===== config.mk =====
export PLATFORM = sky130hd
export DESIGN_NAME = i2s_tx
export DESIGN_NICKNAME = d
export VERILOG_FILES = /design/src/rtl/i2s_tx.sv
export SDC_FILE = /design/constraint.sdc
export NUM_CORES = 1
export LEC_CHECK = 0
export BUFFER_PORTS_ARGS = -buffer_cell sky130_fd_sc_hd__buf_2
export CAP_MARGIN = 20
export CORE_UTILIZATION = 45
export CTS_BUF_LIST = sky130_fd_sc_hd__clkbuf_8
export DETAILED_ROUTE_END_ITERATION = 8
export GPL_ROUTABILITY_DRIVEN = 0
export SYNTH_ARGS = -nofsm -noshare
export SYNTH_HDL_FRONTEND = slang
export SYNTH_SLANG_ARGS = --single-unit

===== constraint.sdc =====
create_clock -name HCLK -period 2 [get_ports HCLK]
set_input_delay 0.3 -clock HCLK [delete_from_list [all_inputs] [get_ports HCLK]]
set_output_delay 0.3 -clock HCLK [all_outputs]
set_load 0.1 [all_outputs]

===== src/rtl/i2s_tx.sv =====
// Philips I2S master transmitter: a FIFO of stereo pairs feeds the SCK/WS/SD serialiser.
// SD and WS change only on SCK falling edges or at a frame load.
module i2s_tx #(
    parameter int unsigned SAMPLE_W   = 16,
    parameter int unsigned SLOT_W     = 32,
    parameter int unsigned CLK_DIV    = 4,
    parameter int unsigned FIFO_DEPTH = 4
) (
    input  logic                        HCLK,
    input  logic                        HRESETn,
    input  logic                        enable,
    input  logic [SAMPLE_W-1:0]         sample_l,
    input  logic [SAMPLE_W-1:0]         sample_r,
    input  logic                        sample_valid,
    output logic                        sample_ready,
    output logic [$clog2(FIFO_DEPTH):0] level,
    output logic                        underrun,
    input  logic                        underrun_clr,
    output logic                        SCK,
    output logic                        WS,
    output logic                        SD
);
    localparam int unsigned PTR_W = (FIFO_DEPTH > 1) ? $clog2(FIFO_DEPTH) : 1;
    localparam int unsigned LVL_W = $clog2(FIFO_DEPTH) + 1;
    localparam int unsigned DIV_W = (CLK_DIV > 1) ? $clog2(CLK_DIV) : 1;
    localparam int unsigned B_W   = $clog2(2 * SLOT_W);

    localparam logic [DIV_W-1:0] DIV_LAST = DIV_W'(CLK_DIV - 1);
    localparam logic [B_W-1:0]   B_LAST   = B_W'(2 * SLOT_W - 1);
    localparam logic [B_W-1:0]   R_FIRST  = B_W'(SLOT_W);
    localparam logic [B_W-1:0]   WS_FIRST = B_W'(SLOT_W - 1);
    localparam logic [B_W-1:0]   WS_LAST  = B_W'(2 * SLOT_W - 2);
    localparam logic [LVL_W-1:0] FULL     = LVL_W'(FIFO_DEPTH);

    typedef enum logic {IDLE, RUN} state_t;

    state_t              state_q, state_d;
    logic [SAMPLE_W-1:0] mem_l [FIFO_DEPTH];
    logic [SAMPLE_W-1:0] mem_r [FIFO_DEPTH];
    logic [PTR_W-1:0]    wr_ptr_q, rd_ptr_q;
    logic [LVL_W-1:0]    level_q, level_d;
    logic                ready_q, underrun_q;
    logic [DIV_W-1:0]    div_q;
    logic [B_W-1:0]      b_q, b_inc_c;
    logic                sck_q, ws_q, sd_q;
    logic [SAMPLE_W-1:0] l_sh_q, r_sh_q;
    logic                tc_c, load_c, fall_c, run_c, push_c, pop_c, empty_c;

    // WS leads each slot's MSB by one bit and covers the right slot otherwise
    function automatic logic ws_at(input logic [B_W-1:0] bi);
        return (bi >= WS_FIRST) && (bi <= WS_LAST);
    endfunction

    always_ff @(posedge HCLK or negedge HRESETn) begin
        if (!HRESETn) state_q <= IDLE;
        else          state_q <= state_d;
    end

    always_comb begin
        state_d = state_q;
        load_c  = 1'b0;
        fall_c  = 1'b0;
        run_c   = 1'b0;
        tc_c    = (div_q == DIV_LAST);
        case (state_q)
            IDLE: begin
                if (enable) begin
                    state_d = RUN;
                    load_c  = 1'b1;
                end
            end
            RUN: begin
                if (!enable) begin
                    state_d = IDLE;
                end else begin
                    run_c  = 1'b1;
                    fall_c = tc_c && sck_q;
                    load_c = fall_c && (b_q == B_LAST);
                end
            end
            default: state_d = IDLE;
        endcase
    end

    assign empty_c = (level_q == '0);
    assign push_c  = sample_valid && ready_q;
    assign pop_c   = load_c && !empty_c;
    assign b_inc_c = b_q + B_W'(1);

    always_comb begin
        level_d = level_q;
        if (push_c && !pop_c)      level_d = level_q + LVL_W'(1);
        else if (!push_c && pop_c) level_d = level_q - LVL_W'(1);
    end

    // FIFO bookkeeping and sticky underrun (set wins over clear)
    always_ff @(posedge HCLK or negedge HRESETn) begin
        if (!HRESETn) begin
            wr_ptr_q   <= '0;
            rd_ptr_q   <= '0;
            level_q    <= '0;
            ready_q    <= 1'b1;
            underrun_q <= 1'b0;
        end else begin
            if (push_c) wr_ptr_q <= wr_ptr_q + PTR_W'(1);
            if (pop_c)  rd_ptr_q <= rd_ptr_q + PTR_W'(1);
            level_q <= level_d;
            ready_q <= (level_d != FULL);
            if (load_c && empty_c) underrun_q <= 1'b1;
            else if (underrun_clr) underrun_q <= 1'b0;
        end
    end

    always_ff @(posedge HCLK) begin
        if (push_c) begin
            mem_l[wr_ptr_q] <= sample_l;
            mem_r[wr_ptr_q] <= sample_r;
        end
    end

    // Serialiser: shift registers fill with zeros, which also pads each slot
    always_ff @(posedge HCLK or negedge HRESETn) begin
        if (!HRESETn) begin
            sck_q  <= 1'b0;
            ws_q   <= 1'b0;
            sd_q   <= 1'b0;
            div_q  <= '0;
            b_q    <= '0;
            l_sh_q <= '0;
            r_sh_q <= '0;
        end else if (load_c) begin
            sck_q <= 1'b0;
            div_q <= '0;
            b_q   <= '0;
            ws_q  <= ws_at('0);
            if (pop_c) begin
                sd_q   <= mem_l[rd_ptr_q][SAMPLE_W-1];
                l_sh_q <= mem_l[rd_ptr_q] << 1;
                r_sh_q <= mem_r[rd_ptr_q];
            end else begin
                sd_q   <= 1'b0;
                l_sh_q <= '0;
                r_sh_q <= '0;
            end
        end else if (run_c) begin
            if (tc_c) begin
                sck_q <= ~sck_q;
                div_q <= '0;
            end else begin
                div_q <= div_q + DIV_W'(1);
            end
            if (fall_c) begin
                b_q  <= b_inc_c;
                ws_q <= ws_at(b_inc_c);
                if (b_inc_c < R_FIRST) begin
                    sd_q   <= l_sh_q[SAMPLE_W-1];
                    l_sh_q <= l_sh_q << 1;
                end else begin
                    sd_q   <= r_sh_q[SAMPLE_W-1];
                    r_sh_q <= r_sh_q << 1;
                end
            end
        end else begin
            sck_q <= 1'b0;
            ws_q  <= 1'b0;
            sd_q  <= 1'b0;
            div_q <= '0;
            b_q   <= '0;
        end
    end

    assign sample_ready = ready_q;
    assign level        = level_q;
    assign underrun     = underrun_q;
    assign SCK          = sck_q;
    assign WS           = ws_q;
    assign SD           = sd_q;
endmodule

==> impl_metrics.yaml <==
outcome:
  status: "complete, but fails checks"
  violations: "negative setup slack"
global_route:
  grt_pass1_wl_um: 22020
  grt_pass1_vias: 4118
  track_usage_pct: 17.95
  grt_overflow: 0
  antenna_found_initial: 0
  grt_start_max_net_pins: 36
yosys:
  syn_nets: 467
  synth_cells: 419
  synth_edf_count: 128
  netlist_area_um2: 7386
  ys.flop_type: "edfxtp_1"
  ys_async_sr_fraction_pct: 28.89
  ys_seq_area_share_pct: 69.68
  synth.avg_cell_area_um2: 17.63
  synth_seq_cells: 180
  ys_warn_count: 0
  synth_cell_types: 48
placed_design:
  port_buffers: 44
  numPlacedInstances: 699
  hpwlAfterDp_um: 8472
  post-place-ws_ns: -0.2689
setup_path:
  r2r_start: "b_q[0]$_DFFE_PN0P_"
  critPathMaxStageDelay_ns: 0.41
  slowest_stage: "dfrtp_2"
  startpoint_type: "register"
  worstPathArrival_ns: 2.43
  path_cells: "nand3_2 -> buf_6 -> or3_4 -> a21bo_4 -> a21oi_4 -> clkbuf_16 -> mux2_4"
  worstSetupStartpoint: "b_q[0]$_DFFE_PN0P_"
  worstSetupPathType: "reg2reg"
  worst_setup_path_end_kind: "register"
  critPathMaxFanout: 8
  cp.required_ns: 2.35
clocking:
  clkTransAtPathRegs_ns: 0.09
  cts.sinks: 180
  cts-buffers-inserted: 17
  cts_max_level: 4
  cts_tree: "done"
  clockBufferDepth: 2
  cts_root_buf: "clkbuf_8"
  clk-insertion-delay-late_ns: 0.46
pwr:
  power_leakage_nw: 3.393
  p_per_area_nw_per_um2: 1274
  ir_drop_v: 0.0005585
sta:
  final_hold_viol_count: 0
  fin_hold_ws_ns: 0.04317
  fin_tns_setup_ns: -0.8969
  finalWorstSetupSlack_ns: -0.07945
  maxSlewViolCount: 0
  relSlewSlack_pct: 53.03
  finalSetupViolCount: 16
  fin_worst_skew_ns: 0.01529
  period_share_pct: 104.0
  rsz0062_at_grt: "true"
  max_freq_mhz: 480.9
  worst_pin_slew_ns: 0.7045
  period_needed_ns: 2.079
min_path:
  hp-class: "in2reg"
  hold_start: "sample_r[3]"
flow_run:
  cap_violations: 0
floorplan:
  initial_core_util_pct: 46.33
  fp-row-count: 46
  die-area_um2: 16930
  core_area_um2: 15940
  io_pins: 45
  die_y_um: 130.1
  die_w_um: 130.1
final_layout:
  nNetsFinal: 569
  insertedDiodeCount: 0
  layout_commonest_cell: "edfxtp_1"
  fin_cells: 750
  drive_gt1_share_pct: 40.64
  areaGrowthSynthToFinish_pct: 22.24
  layout_common_cells: "edfxtp_1 (128), dfrtp_1 (45), buf_2 (44)"
route:
  drtIter0Drc: 210
  via_per_inst: 5.423
  wirelength_um: 14430
  ant_nets: 0
  num_vias: 4067
  wire_per_inst_um: 19.24
  drt_pass1_iterations: 4
  drcViolationCount: 0
-- cell families after synthesis --
family,count (synthesis),share of synthesized area (%)
DFF,180,69.68
AOI/OAI and AO/OA,67,7.014
and+or+nand+nor,65,4.422
muxes,63,14.48
buffers and inverters,25,1.592
adders and majority gates,11,1.863
xor gates and xnor gates,8,0.9487
-- cell type report --
class                   count  area, um2
multi-input cells         214       2273
inverters                   8      30.03
clock inverters            15      180.2
repair buffers            100      879.6
well taps                 216      270.3
clock buffers              17      234.0
flip-flops and latches    180       5161
fillers                  1269       6914
-- routing by layer --
metal	share of wire [%]	up-vias	global-route usage, %
met5	0	-	0
met4	1.9	0	6.498
met3	3.1	25	4.305
met2	51	67	30.44
met1	44	2114	22.48
li1	-	1861	-
-- flip-flops by register name (all words and copies together) (netlist names), 2 cells and up --
signal,flops
b_q,6
div_q,2
l_sh_q,15
level,3
mem_l,64
mem_r,64
r_sh_q,16
rd_ptr_q,2
wr_ptr_q,2
-- power breakdown --
part	internal [W]	switching [W]
clock	0.00124	0.00131
sequential	0.00492	0.000364
combinational	0.00183	0.00184
-- timing repair --
action	CTS	global route
hold buffers	2	0
cloned	1	6
gates resized for setup	20	8
setup buffers	6	5
pin swaps	6	12
endpoints found under the hold margin	27	0
endpoints found under the setup margin	29	30
-- Yosys cell counts (2+ instances only) --
master / n / share of area (%)
dfrtp_1: 51 / 17
o31ai_1: 2 / 0.20
nand2_1: 22 / 1.1
mux4_2: 32 / 9.8
a21oi_1: 5 / 0.34
xnor2_1: 6 / 0.71
buf_6: 2 / 0.30
buf_2: 7 / 0.47
and3_1: 6 / 0.51
ha_1: 11 / 1.9
nor2b_1: 4 / 0.34
a21boi_0: 2 / 0.20
nor3_1: 2 / 0.14
mux2_2: 31 / 4.7
nand3_1: 5 / 0.34
xor2_1: 2 / 0.24
inv_1: 8 / 0.41
clkbuf_1: 8 / 0.41
o211ai_1: 4 / 0.41
o21ai_0: 11 / 0.75
nor2_1: 13 / 0.66
edfxtp_1: 128 / 52
and4_1: 2 / 0.24
nand2b_1: 3 / 0.25
a22o_1: 29 / 3.4
-- metrics by stage --
stage | util [%] | area [um2] | power [W]
global route | 56.63 | 9029 | 0.01210
global placement | 51.90 | 8274 | 0.008770
floorplan | - | 7472 | 0.007759
CTS | 55.62 | 8867 | 0.01151
finish | 56.63 | 9029 | 0.01150
detailed placement | 51.90 | 8274 | 0.008860
-- critical path, delay by kind of cell, from the launching register on --
family | cells | cell delay [ns]
mux | 1 | 0.30
buf+inv | 2 | 0.34
simple gates | 2 | 0.44
compound gates | 2 | 0.47
flops | 1 | 0.41
-- path summary, 6_finish.rpt --
check | slack, ns | cells past startpoint | to
setup reg to reg | -0.08 | 7 | r_sh_q[5]$_DFFE_PN0P_
hold reg to reg | 0.49 | 2 | WS$_DFFE_PN0P_
hold / removal | 0.04 | 1 | mem_r[3][3]$_DFFE_PP_
min in group asynchronous | 0.40 | 2 | wr_ptr_q[1]$_DFFE_PN0P_
max in group asynchronous | 1.00 | 3 | r_sh_q[4]$_DFFE_PN0P_
setup / recovery | -0.08 | 7 | r_sh_q[5]$_DFFE_PN0P_
Note: power is estimated with default switching activity, not from simulation.
